`config.mk`:
```
export PLATFORM = sky130hd
export DESIGN_NAME = mem_port_arbiter
export DESIGN_NICKNAME = d
export VERILOG_FILES = /design/src/rtl/mem_arb_pkg.sv /design/src/rtl/mem_arb_timer.sv /design/src/rtl/mem_port_arbiter.sv
export SDC_FILE = /design/constraint.sdc
export NUM_CORES = 1
export LEC_CHECK = 0
export ABC_AREA = 1
export CAP_MARGIN = 20
export CELL_PAD_IN_SITES_DETAIL_PLACEMENT = 1
export CELL_PAD_IN_SITES_GLOBAL_PLACEMENT = 1
export CORE_UTILIZATION = 26
export DETAILED_ROUTE_END_ITERATION = 12
export PLACE_DENSITY_LB_ADDON = 0.08
export SLEW_MARGIN = 20
export SYNTH_ARGS = -nofsm -noshare
export SYNTH_HDL_FRONTEND = slang
export SYNTH_SLANG_ARGS = --single-unit
```
`constraint.sdc`:
```
create_clock -name clk_i -period 1.4 [get_ports clk_i]
set_input_delay 0.28 -clock clk_i [delete_from_list [all_inputs] [get_ports clk_i]]
set_output_delay 0.28 -clock clk_i [all_outputs]
set_load 0.02 [all_outputs]
```
`src/rtl/mem_arb_pkg.sv`:
```
`default_nettype none
// ============================================================================
// Module      : mem_arb_pkg
// Description : Shared types for the unified-memory port arbiter: arbiter
//               state encoding, access owner encoding and the default word
//               returned to a requester when the memory never answers.
// Revision    : 1.0 - initial release
// ============================================================================
package mem_arb_pkg;

    typedef enum logic [1:0] {
        S_IDLE = 2'd0,
        S_BUSY = 2'd1,
        S_RESP = 2'd2
    } arb_state_t;

    typedef enum logic {
        OWN_IF = 1'b0,
        OWN_D  = 1'b1
    } arb_owner_t;

    localparam logic [31:0] ERR_DATA_DEFAULT = 32'hDEADBEEF;

endpackage : mem_arb_pkg
`default_nettype wire

```
`src/rtl/mem_arb_timer.sv`:
```
`default_nettype none
// ============================================================================
// Module      : mem_arb_timer
// Description : Loadable up-counter with synchronous clear and enable and a
//               terminal-count flag. The counter holds at TC_VAL instead of
//               wrapping, so o_tc stays asserted until cleared or reloaded.
// Ports       : clk, rst        - clock, synchronous active-high reset
//               i_clr           - clear to zero (highest priority)
//               i_load          - load i_load_val
//               i_load_val      - value loaded by i_load
//               i_en            - count up by one
//               o_tc            - count equals TC_VAL
// Revision    : 1.0 - initial release
// ============================================================================
module mem_arb_timer #(
    parameter int TC_VAL = 15,
    parameter int CNT_W  = (TC_VAL > 0) ? $clog2(TC_VAL + 1) : 1
) (
    input  logic             clk,
    input  logic             rst,
    input  logic             i_clr,
    input  logic             i_load,
    input  logic [CNT_W-1:0] i_load_val,
    input  logic             i_en,
    output logic             o_tc
);

    localparam logic [CNT_W-1:0] C_TC = CNT_W'(TC_VAL);

    logic [CNT_W-1:0] r_cnt;
    logic             w_tc;

    assign w_tc = (r_cnt == C_TC);

    always_ff @(posedge clk) begin
        if (rst) begin
            r_cnt <= '0;
        end else if (i_clr) begin
            r_cnt <= '0;
        end else if (i_load) begin
            r_cnt <= i_load_val;
        end else if (i_en && !w_tc) begin
            r_cnt <= r_cnt + 1'b1;
        end
    end

    assign o_tc = w_tc;

endmodule : mem_arb_timer
`default_nettype wire

```
`src/rtl/mem_port_arbiter.sv`:
```
`default_nettype none
// ============================================================================
// Module      : mem_port_arbiter
// Description : Shares one single-ported memory between instruction fetch
//               and MEM-stage data access. Each access runs IDLE -> BUSY ->
//               RESP. Data wins ties, but after D_BURST_MAX consecutive data
//               grants with fetch waiting, fetch is granted. A BUSY phase
//               that sees no mem_ack_i for TIMEOUT_CYC cycles is completed
//               with ERR_DATA and raises the sticky err_o.
// Ports       : clk_i, rst_i                   - clock, sync active-high reset
//               if_req_i/if_addr_i             - fetch request (level)
//               if_ack_o/if_rdata_o            - fetch completion, read word
//               d_req_i/d_we_i/d_addr_i/d_wdata_i - data request (level)
//               d_ack_o/d_rdata_o              - data completion, read word
//               mem_req_o/mem_we_o/mem_addr_o/mem_wdata_o - memory request
//               mem_ack_i/mem_rdata_i          - memory completion, read data
//               stall_o                        - any request still unanswered
//               err_o                          - sticky timeout flag
// Revision    : 1.0 - initial release
// ============================================================================
module mem_port_arbiter
    import mem_arb_pkg::*;
#(
    parameter int                ADDR_W      = 32,
    parameter int                DATA_W      = 32,
    parameter int                D_BURST_MAX = 2,
    parameter int                TIMEOUT_CYC = 16,
    parameter logic [DATA_W-1:0] ERR_DATA    = DATA_W'(ERR_DATA_DEFAULT)
) (
    input  logic              clk_i,
    input  logic              rst_i,
    input  logic              if_req_i,
    input  logic [ADDR_W-1:0] if_addr_i,
    output logic              if_ack_o,
    output logic [DATA_W-1:0] if_rdata_o,
    input  logic              d_req_i,
    input  logic              d_we_i,
    input  logic [ADDR_W-1:0] d_addr_i,
    input  logic [DATA_W-1:0] d_wdata_i,
    output logic              d_ack_o,
    output logic [DATA_W-1:0] d_rdata_o,
    output logic              mem_req_o,
    output logic              mem_we_o,
    output logic [ADDR_W-1:0] mem_addr_o,
    output logic [DATA_W-1:0] mem_wdata_o,
    input  logic              mem_ack_i,
    input  logic [DATA_W-1:0] mem_rdata_i,
    output logic              stall_o,
    output logic              err_o
);

    localparam int BURST_W = (D_BURST_MAX > 0) ? $clog2(D_BURST_MAX + 1) : 1;
    localparam logic [BURST_W-1:0] C_BURST_MAX = BURST_W'(D_BURST_MAX);
    localparam int TMO_TC  = (TIMEOUT_CYC > 0) ? TIMEOUT_CYC - 1 : 0;
    localparam int TMO_W   = (TMO_TC > 0) ? $clog2(TMO_TC + 1) : 1;

    arb_state_t        r_state;
    arb_state_t        w_state_nxt;
    arb_owner_t        r_owner;
    logic [BURST_W-1:0] r_burst;
    logic              r_mem_req;
    logic              r_mem_we;
    logic [ADDR_W-1:0] r_mem_addr;
    logic [DATA_W-1:0] r_mem_wdata;
    logic [DATA_W-1:0] r_if_rdata;
    logic [DATA_W-1:0] r_d_rdata;
    logic              r_err;

    logic              w_grant_d;
    logic              w_grant_if;
    logic              w_grant;
    logic              w_done;
    logic              w_tmo_tc;
    logic              w_tmo_clr;
    logic              w_tmo_en;
    logic [DATA_W-1:0] w_rsp_data;

    // ------------------------------------------------------------------
    // State register
    // ------------------------------------------------------------------
    always_ff @(posedge clk_i) begin
        if (rst_i) begin
            r_state <= S_IDLE;
        end else begin
            r_state <= w_state_nxt;
        end
    end

    // ------------------------------------------------------------------
    // Next state, grant selection and completion detect
    // ------------------------------------------------------------------
    always_comb begin
        w_state_nxt = r_state;
        w_grant_d   = 1'b0;
        w_grant_if  = 1'b0;
        w_done      = 1'b0;
        case (r_state)
            S_IDLE: begin
                // Data wins unless fetch is waiting and the burst budget is spent.
                if (d_req_i && (!if_req_i || (r_burst != C_BURST_MAX))) begin
                    w_grant_d = 1'b1;
                end else if (if_req_i) begin
                    w_grant_if = 1'b1;
                end
                if (w_grant_d || w_grant_if) begin
                    w_state_nxt = S_BUSY;
                end
            end
            S_BUSY: begin
                // A real ack takes precedence over a coincident timeout.
                if (mem_ack_i || w_tmo_tc) begin
                    w_done      = 1'b1;
                    w_state_nxt = S_RESP;
                end
            end
            S_RESP: begin
                w_state_nxt = S_IDLE;
            end
            default: begin
                w_state_nxt = S_IDLE;
            end
        endcase
    end

    assign w_grant    = w_grant_d | w_grant_if;
    assign w_rsp_data = mem_ack_i ? mem_rdata_i : ERR_DATA;

    // ------------------------------------------------------------------
    // Request, response and bookkeeping registers
    // ------------------------------------------------------------------
    always_ff @(posedge clk_i) begin
        if (rst_i) begin
            r_owner     <= OWN_IF;
            r_burst     <= '0;
            r_mem_req   <= 1'b0;
            r_mem_we    <= 1'b0;
            r_mem_addr  <= '0;
            r_mem_wdata <= '0;
            r_if_rdata  <= '0;
            r_d_rdata   <= '0;
            r_err       <= 1'b0;
        end else begin
            if (w_grant) begin
                r_owner     <= w_grant_d ? OWN_D : OWN_IF;
                r_mem_req   <= 1'b1;
                r_mem_we    <= w_grant_d & d_we_i;
                r_mem_addr  <= w_grant_d ? d_addr_i : if_addr_i;
                r_mem_wdata <= w_grant_d ? d_wdata_i : '0;
            end

            if (w_done) begin
                r_mem_req <= 1'b0;
                r_mem_we  <= 1'b0;
                if (r_owner == OWN_IF) begin
                    r_if_rdata <= w_rsp_data;
                end else if (!r_mem_we) begin
                    r_d_rdata <= w_rsp_data;
                end
                if (!mem_ack_i) begin
                    r_err <= 1'b1;
                end
            end

            // Count data grants made while fetch is kept waiting.
            if (!if_req_i) begin
                r_burst <= '0;
            end else if (w_grant_d) begin
                if (r_burst != C_BURST_MAX) begin
                    r_burst <= r_burst + 1'b1;
                end
            end else if (w_grant_if) begin
                r_burst <= '0;
            end
        end
    end

    // ------------------------------------------------------------------
    // Timeout counter: restarts on each grant, runs only while BUSY
    // ------------------------------------------------------------------
    assign w_tmo_clr = (r_state == S_RESP);
    assign w_tmo_en  = (r_state == S_BUSY);

    mem_arb_timer #(
        .TC_VAL (TMO_TC),
        .CNT_W  (TMO_W)
    ) u_tmo_timer (
        .clk        (clk_i),
        .rst        (rst_i),
        .i_clr      (w_tmo_clr),
        .i_load     (w_grant),
        .i_load_val ({TMO_W{1'b0}}),
        .i_en       (w_tmo_en),
        .o_tc       (w_tmo_tc)
    );

    // ------------------------------------------------------------------
    // Outputs
    // ------------------------------------------------------------------
    assign if_ack_o    = (r_state == S_RESP) && (r_owner == OWN_IF);
    assign d_ack_o     = (r_state == S_RESP) && (r_owner == OWN_D);
    assign if_rdata_o  = r_if_rdata;
    assign d_rdata_o   = r_d_rdata;
    assign mem_req_o   = r_mem_req;
    assign mem_we_o    = r_mem_we;
    assign mem_addr_o  = r_mem_addr;
    assign mem_wdata_o = r_mem_wdata;
    assign err_o       = r_err;
    assign stall_o     = (if_req_i & ~if_ack_o) | (d_req_i & ~d_ack_o);

endmodule : mem_port_arbiter
`default_nettype wire

```
After elaboration in Yosys (flattened, before gate mapping)
Cells that the tools add are included.
{"block": "totals", "regBits": 140, "elab_cells": 69, "input_bits": 134, "output_inout_bits": 134}
{"block": "op_classes", "add_sub_neg": 2, "n_reduce_logical": 19, "eq_ne": 7, "mux": 19, "bitwise": 11}
{"cell": "$mux 32", "n": 3}
{"cell": "$mux 1", "n": 10}
{"cell": "$mux 2", "n": 5}
{"cell": "$reduce_and 2->1", "n": 4}
{"cell": "$ne 2x2->1 const B", "n": 3}
{"cell": "$not 1->1", "n": 6}
{"cell": "$add 4x1->4 const B", "n": 1}
{"cell": "$eq 4x4->1 const B", "n": 1}
{"cell": "$logic_and 1x1->1", "n": 4}
{"cell": "$pmux 2 s2", "n": 1}
{"cell": "$reduce_or 2->1", "n": 2}
{"cell": "$and 1x1->1", "n": 3}
{"cell": "$logic_or 1x1->1", "n": 3}
{"cell": "$reduce_and 3->1", "n": 1}
{"cell": "$reduce_or 3->1", "n": 1}
{"cell": "$add 2x1->2 const B", "n": 1}
{"cell": "$eq 2x1->1 const B", "n": 1}
{"cell": "$eq 2x2->1 const B", "n": 1}
{"cell": "$logic_not 1->1", "n": 2}
{"cell": "$logic_not 2->1", "n": 1}
{"cell": "$ne 2x1->1 const B", "n": 1}
{"cell": "$or 1x1->1", "n": 2}
{"cell": "$reduce_bool 2->1", "n": 1}

Depth between registers and ports, before layout
Gate-level depths: netlist of run 1.
{"block": "depth", "depth_word": 8, "mapped_depth": 9}

Cells and area by module
From an unflattened synthesis of run 1, not the netlist that was laid out.
{"block": "unflattened", "hier_cells": 964, "area_unflattened_um2": 6219.7}
{"mod": "mem_port_arbiter", "n_inst": 1, "area_each_um2": 5944.5, "cells_each": 919}
{"mod": "mem_arb_timer", "n_inst": 1, "area_each_um2": 275.3, "cells_each": 45}

Worst setup path after synthesis of run 1
OpenSTA, ideal clock, no wires.
{"block": "synth_path", "path_kind": "reg-to-output", "startpoint": "register r_state[1]", "endpoint": "output port stall_o", "required_ns": 1.120, "path_stages_with_launch": 4, "path_slack_ns": -0.028, "path_buffers": 0, "t_arrival_ns": 1.148, "path_cell_list": "dfxtp_1 -> nand2_1 -> nor2_1 -> o21ai_0"}
{"block": "synth_between", "elab_chain_cells": 5, "word_cells_on_any_way": 8, "cone_classes": "eq/ne (1); bitwise (5); reduce/logical (2)"}
{"item": "from (decl)", "line_no": "mem_port_arbiter.sv:57", "rtl": "arb_state_t r_state;"}
{"item": "from (signal assigned)", "line_no": "mem_port_arbiter.sv:85", "rtl": "r_state <= w_state_nxt;"}
{"item": "$eq 2x2->1", "line_no": "mem_port_arbiter.sv:199", "rtl": "assign if_ack_o = (r_state == S_RESP) && (r_owner == OWN_IF);"}
{"item": "$logic_and 1x1->1", "line_no": "mem_port_arbiter.sv:199"}
{"item": "net if_ack_o", "line_no": "mem_port_arbiter.sv:34", "rtl": "output logic if_ack_o,"}
{"item": "$not 1->1", "line_no": "mem_port_arbiter.sv:208", "rtl": "assign stall_o = (if_req_i & ~if_ack_o) | (d_req_i & ~d_ack_o);"}
{"item": "$and 1x1->1", "line_no": "mem_port_arbiter.sv:208"}
{"item": "$or 1x1->1", "line_no": "mem_port_arbiter.sv:208"}
{"item": "to (decl)", "line_no": "mem_port_arbiter.sv:48", "rtl": "output logic stall_o,"}
The timed path passes the listed nets, and every way through them passes these cells.

Worst setup path in the final report of run 1
{"block": "layout_path", "startpoint": "register r_state[0]", "endpoint": "output port stall_o"}
{"block": "layout_between", "elab_chain_cells": 5, "word_cells_on_any_way": 8, "cone_classes": "eq/ne (1); bitwise (5); reduce/logical (2)"}
{"item": "$eq 2x2->1 *", "line_no": "mem_port_arbiter.sv:199, mem_port_arbiter.sv:200"}
{"item": "$logic_and 1x1->1, on equally long branches", "line_no": "mem_port_arbiter.sv:199, mem_port_arbiter.sv:200"}
{"item": "$not 1->1", "line_no": "mem_port_arbiter.sv:208"}
{"item": "$and 1x1->1", "line_no": "mem_port_arbiter.sv:208"}
{"item": "$or 1x1->1 *", "line_no": "mem_port_arbiter.sv:208"}
Every way passes the cells marked *; elsewhere a longest branch is shown, timed or not.

==> qor.txt, run 1 <==
Pwr/cell area: 1110 nW/um^2
Nets: 1388
Root Buffer Master: clkbuf_16
Final setup viols: 82
Port-buffer cells: 267
First-pass GRT wire length: 37.7 mm
Seq/Total Area, Yosys: 44.8%
Placed Cells: 1508
Yosys warns: 0
CTS Buf Count: 17
Post-route setup slack: -0.150 ns
Status: finished, violations left
Asr flop ratio synth: 0%
Total track usage: 19.7%
Fin cells: 1584
R2R depth: 10
CP Launch Type: flop
Final Max Slew Viols: 0
Remaining global-route overflow: 0
Reg2reg setup slack: -0.10 ns
Leading area contributor after synthesis: dfxtp_1
Wire length per cell: 15.8 um
Synth area leaders: dfxtp_1, nand2_1, inv_1
Fin Hold WS: 0.413 ns
Worst VDD drop: 0.744 mV
Area occupied by multi-input gates: 2870 sq um
Cell variety after synth: 21
Initial antenna violation count: 1
CP Capture Type: output pin
TritonCTS clock tree: built
Max-cap violation count: 0
Clock Sinks: 140
Crit path from: r_state[0]
Vias: 7117
TritonRoute pass-1 iters: 4
Post-Syn Area: 6260 sq um
Min Clock Period, post-route: 1.55 ns
Total wire length: 25.1 mm
Worst slack, placed: -0.637 ns
Synth top area share: 44.8%
Leak: 5.05 nW
Critical setup path kind: reg -> out
Final ANT Viol Nets: 0
Syn Nets: 1069
Final period util: 111%
# DRC: 0
Crit path max fanout: 4
Max clock buf depth: 2
Clock Skew: 0.0143 ns
Filler cell count: 2894
Fmax: 645 MHz
Vias in the first global route: 7143
Clock Latency Late Sink: 0.43 ns
Die Y: 157 um
DR vias/cell: 4.49
Synth Instances: 933
Synth-to-Final Area Change: 76.1%
Worst min path class: in -> reg
Data required time of the critical path: 1.12 ns
Storage cell area: 2810 sq um
Synth Flop Type: dfxtp_1
Final hold violation count: 0
Std cell rows: 56
RR Startpoint: r_state[0]
Register clock-pin slew on the reported worst setup and hold paths: 0.06 ns
Die area: 24700 sq um
GPL Wtd Cong: 0.802
Post-synth EDFFs: 0
RR Endpoint: mem_wdata_o[31]
Worst slew margin: 70.3%
RSZ-0062 raised after global routing: true
Critical path data arrival time: 1.27 ns
Starting DRC count in detailed routing: 300
Number of H-tree levels: 4
Critical Path Sink: stall_o
Number of synthesized register bits: 140
Die width: 157 um
I/O Pins: 268
# diodes: 0
Largest net degree at the start of global routing: 39
Core area: 23500 sq um
Synth Area per Inst: 6.71 sq um
Worst-Margin Slew: 0.444 ns
Initial Util: 26.6%
Placed wire-length estimate: 15.9 mm
Failing checks: negative setup slack
Share of layout cells above drive strength 1: 21.3%
==> report_power, final <==
part           internal (mW)  leakage (nW)  total, mW  switching [mW]
combinational           1.55          3.61       3.16            1.61
sequential              4.27          1.15       4.42           0.154
clock                   2.71         0.289       4.69            1.98
==> critical path, cell delays in order, from the launching register on <==
cell     delay [ns]
dfxtp_2        0.32
inv_2          0.08
nand2_4        0.08
o21ai_2        0.16
o21ai_2        0.08
buf_6          0.13
==> layout by cell type, fill, tap and decap left out, types with 14 or more instances in the layout <==
cell type	count
o21ai_0	21
a21oi_1	45
clkdlybuf4s50_1	132
buf_4	40
nand3_1	35
clkbuf_2	56
nand4_1	65
dfxtp_1	133
a21oi_2	18
buf_12	26
nand2_1	248
clkdlybuf4s15_1	60
buf_6	14
inv_1	133
nor2_1	107
clkbuf_16	25
==> final cells by class <==
type / instances / share of cell area, %
Clock buffer: 18 / 3.98
Clock inverter: 14 / 1.46
Sequential cell: 140 / 25.5
Timing Repair Buffer: 362 / 34.6
Inverter: 140 / 4.81
Multi-Input combinational cell: 591 / 26.0
Tap cell: 319 / 3.62
==> through the flow <==
stage               total power, mW  TNS, ns  util, %  area, sq um
global placement               7.13   -47.15     40.6         9560
global route                   12.9   -13.59     46.8        11000
floorplan                      5.76        0        -         6260
detailed placement             7.15   -49.25     40.6         9560
CTS                            12.2    -5.90     45.2        10600
finish                         12.3    -3.18     46.8        11000
==> registers in the layout, summed over array words and instances, names as in the netlist <==
register	cells
d_rdata_o	32
err_o	1
if_rdata_o	32
mem_addr_o	32
mem_req_o	1
mem_wdata_o	32
mem_we_o	1
r_burst	2
r_owner	1
r_state	2
u_tmo_timer.r_cnt	4
==> routing by layer <==
metal | track usage [%] | wire length, um | vias up
li1 | - | - | 3560
met1 | 24.7 | 11300 | 3357
met2 | 31.9 | 11600 | 183
met3 | 6.83 | 1840 | 15
met4 | 5.13 | 284 | 2
met5 | 0 | 10 | -
==> what timing repair did <==
| item | 4_1_cts | 5_1_grt |
|---|---|---|
| setup endpoints to repair | 205 | 238 |
| setup buffers | 14 | 14 |
| gates cloned | 9 | 9 |
| resized for setup | 276 | 181 |
| pin swaps | 16 | 45 |
| hold buffers | 0 | 0 |
==> Yosys cell counts, types with 3 or more instances <==
master / n
o21ai_0: 25
nand2_1: 264
inv_2: 4
a21oi_1: 63
nor2_1: 113
inv_1: 136
dfxtp_1: 140
nand4_1: 65
nor2_4: 3
buf_2: 29
buf_1: 9
o21ai_1: 10
buf_4: 9
clkbuf_1: 14
nand3_1: 38
==> worst min path at each step <==
| stage | depth (start not counted) | slack (ns) | end | startpoint |
|---|---|---|---|---|
| 6_report | 3 | 0.41 | mem_we_o | d_we_i |
| 5_1_grt | 3 | 0.41 | mem_we_o | d_we_i |
| 4_1_cts | 3 | 0.40 | mem_we_o | d_we_i |
| 3_5_place_dp | 2 | 0.43 | if_rdata_o[11] | if_rdata_o[11] |
| 3_3_place_gp | 2 | 0.43 | if_rdata_o[31] | if_rdata_o[31] |
| 2_1_floorplan | 1 | 0.35 | r_owner | rst_i |
==> cells by family after synthesis <==
group | Yosys count | synth area share (%)
AND/OR/NAND/NOR | 490 | 33.5
buffers and inverters | 203 | 13.5
flip-flops | 140 | 44.8
AO/OA/AOI/OAI | 98 | 7.83
adder cells (fa/ha/maj) | 2 | 0.400
Power figures use the tool's default switching activity.
==> inputs of run 2 (changes only) <==
--- a/config.mk
+++ b/config.mk
@@ -11,8 +11,11 @@
 export CELL_PAD_IN_SITES_GLOBAL_PLACEMENT = 1
 export CORE_UTILIZATION = 26
 export DETAILED_ROUTE_END_ITERATION = 12
+export GPL_TIMING_DRIVEN = 0
+export HOLD_SLACK_MARGIN = 0.02
 export PLACE_DENSITY_LB_ADDON = 0.08
 export SLEW_MARGIN = 20
 export SYNTH_ARGS = -nofsm -noshare
 export SYNTH_HDL_FRONTEND = slang
+export SYNTH_HIERARCHICAL = 1
 export SYNTH_SLANG_ARGS = --single-unit
==> qor.txt, run 2 <==
Status: finished, violations left
Failing checks: negative setup slack
Share of layout cells above drive strength 1: 38.2% (+17 points)
Starting DRC count in detailed routing: 132 (-56%)
Die area: 24500 sq um (-0.67%)
Final setup viols: 117 (+43%)
Initial Util: 26.5% (-0.10 points)
Fin util: 51.8% (+5.0 points)
Total wire length: 26.4 mm (+5.5%)
Data required time of the critical path: 1.12 ns (about the same)
Critical path data arrival time: 1.37 ns (+0.10 ns)
Count leader, synth: nand2_1
Synth Flop Type: dfxtp_1
Asr flop ratio synth: 0% (unchanged)
Met3 usage: 6.15% (-0.68 points)
Worst slack, placed: -0.758 ns (-0.121 ns)
Register share of total power: 33.4% (-2.6 points)
TritonRoute pass-1 iters: 4 (unchanged)
Yosys warns: 6 (+6)
Post-Syn Area: 6220 sq um (-0.68%)
RR Startpoint: u_tmo_timer/r_cnt[1]
Nets: 1454 (+4.8%)
Clk network pwr share: 39.3% (+1.1 points)
CP Capture Type: output pin
Combinational Power Share: 27.3% (+1.6 points)
Post-synth EDFFs: 0 (unchanged)
CTS Buf Count: 17 (unchanged)
Leak: 5.34 nW (+5.7%)
Final ANT Viol Nets: 0 (unchanged)
Cell variety after synth: 27 (+29%)
CP Launch Type: flop
Post-route setup slack: -0.254 ns (-0.104 ns)
Remaining global-route overflow: 0 (unchanged)
Reg2reg setup slack: -0.18 ns (-0.08 ns)
Crit path from: r_owner
Seq/Total Area, Yosys: 45.1% (+0.31 points)
Worst slew margin: 53.7% (-17 points)
Most frequent cells in the layout: nand2_1, dfxtp_1, nor2_1, clkdlybuf4s50_1, inv_1
Synth cell count leaders: nand2_1, nor2_1, dfxtp_1, inv_1, a21oi_1
Synth area leaders: dfxtp_1, nand2_1, nor2_1
Total track usage: 20.8% (+1.1 points)
GPL Wtd Cong: 0.740 (-7.8%)
Worst VDD drop: 0.684 mV (-8.0%)
Most common cell after layout, fill and taps aside: nand2_1
First-pass GRT wire length: 39.1 mm (+3.7%)
Final Max Slew Viols: 0 (unchanged)
Root Buffer Master: clkbuf_16
Fmax: 605 MHz (-6.3%)
Number of H-tree levels: 4 (unchanged)
Std cell rows: 56 (unchanged)
Placed wire-length estimate: 16.9 mm (+6.5%)
Synth top area share: 45.1% (+0.31 points)
Largest net degree at the start of global routing: 17 (-56%)
Hold wc startpoint: mem_ack_i
Vias: 7262 (+2.0%)
Initial antenna violation count: 1 (unchanged)
Register clock-pin slew on the reported worst setup and hold paths: 0.07 ns (about the same)
Grt met1 use: 23.2% (-1.5 points)
RSZ-0062 raised after global routing: true
Die width: 157 um (-0.34%)
Port-buffer cells: 266 (-0.37%)
Placed Cells: 1552 (+2.9%)
Pwr/cell area: 1090 nW/um^2 (-1.8%)
Fin Hold WS: 0.400 ns (-0.0123 ns)
Clock Sinks: 140 (unchanged)
Worst min path class: in -> reg
Synth Area per Inst: 6.45 sq um (-3.9%)
Vias in the first global route: 7319 (+2.5%)
DR vias/cell: 4.40 (-2.1%)
Synth Instances: 964 (+3.3%)
# DRC: 0 (unchanged)
Clock Skew: 0.0142 ns (-0.0000855 ns)
Fin cells: 1651 (+4.2%)
Core area: 23500 sq um (-0.30%)
Final period util: 118% (+7.4 points)
Max-cap violation count: 0 (unchanged)
Setup TNS: -10.27 ns (-7.09 ns)
Met2 GRT Util: 37.8% (+5.9 points)
Clock Latency Late Sink: 0.43 ns (about the same)
Max clock buf depth: 2 (unchanged)
I/O Pins: 268 (unchanged)
Min Clock Period, post-route: 1.65 ns (+0.104 ns)
Crit path max fanout: 4 (unchanged)
Switching share of power: 30.7% (+0.26 points)
Net Sw Power: 4.09 mW (+9.3%)
Leading area contributor after synthesis: dfxtp_1
Worst-Margin Slew: 0.695 ns (+0.251 ns)
Die Y: 157 um (-0.34%)
Int Pwr: 9.21 mW (+7.9%)
Critical setup path kind: reg -> out
Wire length per cell: 16.0 um (+1.2%)
Number of synthesized register bits: 140 (unchanged)
Synth-to-Final Area Change: 95.6%
Final hold violation count: 0 (unchanged)
TritonCTS clock tree: built
Global route hottest layer: met2
## run 2: power groups by stage
stage          Combinational [mW]  Clock [mW]  Sequential, mW
3_3_place_gp                 2.57           0            4.51
5_1_grt                      3.90        5.53            4.48
3_5_place_dp                 2.59           0            4.52
6_report                     3.62        5.22            4.44
2_1_floorplan                1.01           0            4.82
4_1_cts                      3.01        5.34            4.43
## run 2: final timing paths
kind | endpoint | cells after the start
setup / recovery | d_ack_o | 4
hold / removal | if_rdata_o[29] | 5
hold reg to reg | err_o | 2
setup reg to reg | if_rdata_o[4] | 11
## run 2: cell type report
cell class                 count  area [sq um]
antenna                        1          2.50
buffer                        53           542
clock buffer                  18           439
clock inverter                14           228
fill                        2821         11300
inverter                     117           482
multi-input combinational    656          3910
sequential                   140          2830
tap                          319           399
timing repair buffer         333          3340
## run 2: critical path, cell delays in order, from the launching register on
cell	delay, ns
dfxtp_4	0.41
inv_8	0.04
nor3_4	0.23
buf_4	0.16
buf_6	0.11
## run 2: per-stage QoR
step	instance area, sq um	total power, mW
finish	12200	13.3
detailed placement	9360	7.11
CTS	11200	12.8
floorplan	6290	5.83
global placement	9360	7.08
global route	12200	13.9
## run 2: logic make-up (layout without fill, tap and decap cells)
kind of cell             Yosys count  in the layout  synth area share, %
AO/OA/AOI/OAI                    107            107                 8.87
adder cells (fa/ha/maj)            2              2                0.402
buffers and inverters            172            535                 11.4
flip-flops                       140            140                 45.1
other                              1              5               0.0603
AND/OR/NAND/NOR                  542            543                 34.2
## run 2: timing repair
| action | 4_1_cts | 5_1_grt |
|---|---|---|
| buffers inserted | 39 | 15 |
| gates cloned | 12 | 11 |
| gates resized for setup | 420 | 424 |
| endpoints found under the setup margin | 273 | 246 |
| hold buffers | 0 | 0 |
| pin swaps | 49 | 130 |
## run 2: layer usage
layer	vias up	part of all wire, %
met5	-	0
met4	0	1.7
met3	29	6.2
met2	178	52
met1	3419	40
li1	3636	-
==> inputs of run 3 (changes only) <==
--- a/config.mk
+++ b/config.mk
@@ -10,6 +10,8 @@
 export CELL_PAD_IN_SITES_DETAIL_PLACEMENT = 1
 export CELL_PAD_IN_SITES_GLOBAL_PLACEMENT = 1
 export CORE_UTILIZATION = 26
+export CTS_BUF_LIST = sky130_fd_sc_hd__clkbuf_16
+export CTS_CLUSTER_DIAMETER = 150
 export DETAILED_ROUTE_END_ITERATION = 12
 export GPL_TIMING_DRIVEN = 0
 export HOLD_SLACK_MARGIN = 0.02
==> qor.txt, run 3 (synthesis results as in run 2) <==
Nets: 1454 (unchanged)
DR vias/cell: 4.38 (-0.37%)
Die width: 157 um (unchanged)
Data required time of the critical path: 1.12 ns (about the same)
Setup TNS: -10.07 ns (+0.196 ns)
Clock Skew: 0.0125 ns (-0.00170 ns)
TritonCTS clock tree: built
CP Launch Type: flop
Die area: 24500 sq um (unchanged)
Pwr/cell area: 1090 nW/um^2 (-0.57%)
Root Buffer Master: clkbuf_16
Combinational Power Share: 26.8% (-0.5 points)
Vias: 7235 (-0.37%)
Clock Sinks: 140 (unchanged)
Remaining global-route overflow: 0 (unchanged)
Max clock buf depth: 2 (unchanged)
Initial Util: 26.5% (unchanged)
Final ANT Viol Nets: 0 (unchanged)
TritonRoute pass-1 iters: 4 (unchanged)
Core area: 23500 sq um (unchanged)
Placed Cells: 1552 (unchanged)
Fin cells: 1651 (unchanged)
Initial antenna violation count: 2 (+1)
CTS Buf Count: 17 (unchanged)
Failing checks: negative setup slack
Fin Hold WS: 0.268 ns (-0.132 ns)
I/O Pins: 268 (unchanged)
Wire length per cell: 16.0 um (-0.31%)
Most frequent cells in the layout: nand2_1, nor2_1, dfxtp_1
Std cell rows: 56 (unchanged)
Placed wire-length estimate: 16.9 mm (unchanged)
Worst-Margin Slew: 0.782 ns (+0.0869 ns)
Final Max Slew Viols: 0 (unchanged)
CP Capture Type: output pin
Int Pwr: 9.12 mW (-0.99%)
Register clock-pin slew on the reported worst setup and hold paths: 0.06 ns (about the same)
Number of H-tree levels: 4 (unchanged)
Worst slew margin: 47.9% (-5.8 points)
Design area: 12100 sq um (-0.53%)
Clk network pwr share: 39.4% (about the same)
DP Area: 9360 sq um (unchanged)
Leak: 5.40 nW (+1.3%)
Most common cell after layout, fill and taps aside: nand2_1
Die Y: 157 um (unchanged)
Worst min path class: in -> reg
Worst VDD drop: 0.738 mV (+7.9%)
Post-route setup slack: -0.235 ns (+0.0189 ns)
Total track usage: 21.1% (+0.34 points)
GPL Wtd Cong: 0.740 (unchanged)
# DRC: 0 (unchanged)
Port-buffer cells: 266 (unchanged)
Final hold violation count: 0 (unchanged)
Critical path data arrival time: 1.35 ns (-0.02 ns)
Starting DRC count in detailed routing: 169 (+28%)
Status: finished, violations left
Worst slack, placed: -0.758 ns (unchanged)
Synth-to-Final Area Change: 94.6%
Register share of total power: 33.8% (+0.4 points)
Min Clock Period, post-route: 1.63 ns (-0.0189 ns)
Vias in the first global route: 7384 (+0.89%)
Fmax: 612 MHz (+1.2%)
Switching share of power: 30.7% (-0.082 points)
Clock Latency Late Sink: 0.42 ns (about the same)
Largest net degree at the start of global routing: 17 (unchanged)
Max-cap violation count: 0 (unchanged)
Critical setup path kind: reg -> out
RSZ-0062 raised after global routing: true
Share of layout cells above drive strength 1: 34.9% (-3.2 points)
Final setup viols: 114 (-2.6%)
Total wire length: 26.3 mm (-0.31%)
Net Sw Power: 4.03 mW (-1.4%)
Crit path max fanout: 4 (unchanged)
First-pass GRT wire length: 39.6 mm (+1.4%)
Final period util: 117% (-1.4 points)
==> run 3: metal layers <==
metal / track usage [%] / part of all wire [%] / routed length [um] / vias up
met5: 0 / 0.038 / 10 / -
met4: 5.84 / 1.5 / 394 / 2
met3: 6.51 / 7.0 / 1850 / 29
met2: 38.6 / 52 / 13700 / 186
met1: 23.5 / 39 / 10400 / 3385
li1: - / - / - / 3633
==> run 3: path summary, 6_finish.rpt <==
kind / cells past startpoint / slack [ns] / endpoint / from
worst max-delay path: 4 / -0.23 / stall_o / r_owner
worst min-delay path: 2 / 0.27 / r_state[1] / rst_i
worst max register to register: 11 / -0.23 / d_rdata_o[29] / u_tmo_timer/r_cnt[1]
worst min register to register: 2 / 0.45 / err_o / err_o
==> run 3: power by group through the flow <==
stage               registers [mW]  logic (mW)  clock network (mW)
CTS                           4.43        3.09                5.29
finish                        4.44        3.53                5.18
global placement              4.51        2.57                   0
detailed placement            4.52        2.59                   0
floorplan                     4.82        1.01                   0
global route                  4.47        3.82                5.47
==> run 3: area by class of cell <==
type	instances	area, sq um
fill	2841	11400
multi-input combinational	655	3800
timing repair buffer	336	3470
sequential	140	2820
buffer	51	492
inverter	117	462
clock buffer	17	425
tap	319	399
clock inverter	15	231
antenna	1	2.50
==> run 3: metrics by stage <==
step / power [mW] / util [%]
global placement: 7.08 / 39.9
global route: 13.8 / 51.6
detailed placement: 7.11 / 39.9
floorplan: 5.83 / -
CTS: 12.8 / 48.4
finish: 13.1 / 51.6
==> run 3: critical path, cell delays in order, from the launching register on <==
cell	delay [ns]
dfxtp_4	0.40
inv_8	0.04
nor3_4	0.22
o22ai_2	0.12
buf_6	0.15
==> run 3: what timing repair did <==
action | 4_1_cts | 5_1_grt
setup endpoints to repair | 273 | 236
resized for setup | 429 | 357
setup buffers | 44 | 14
pin swaps | 65 | 85
hold buffers | 0 | 0
gates cloned | 14 | 4
hold endpoints to repair | 0 | 0
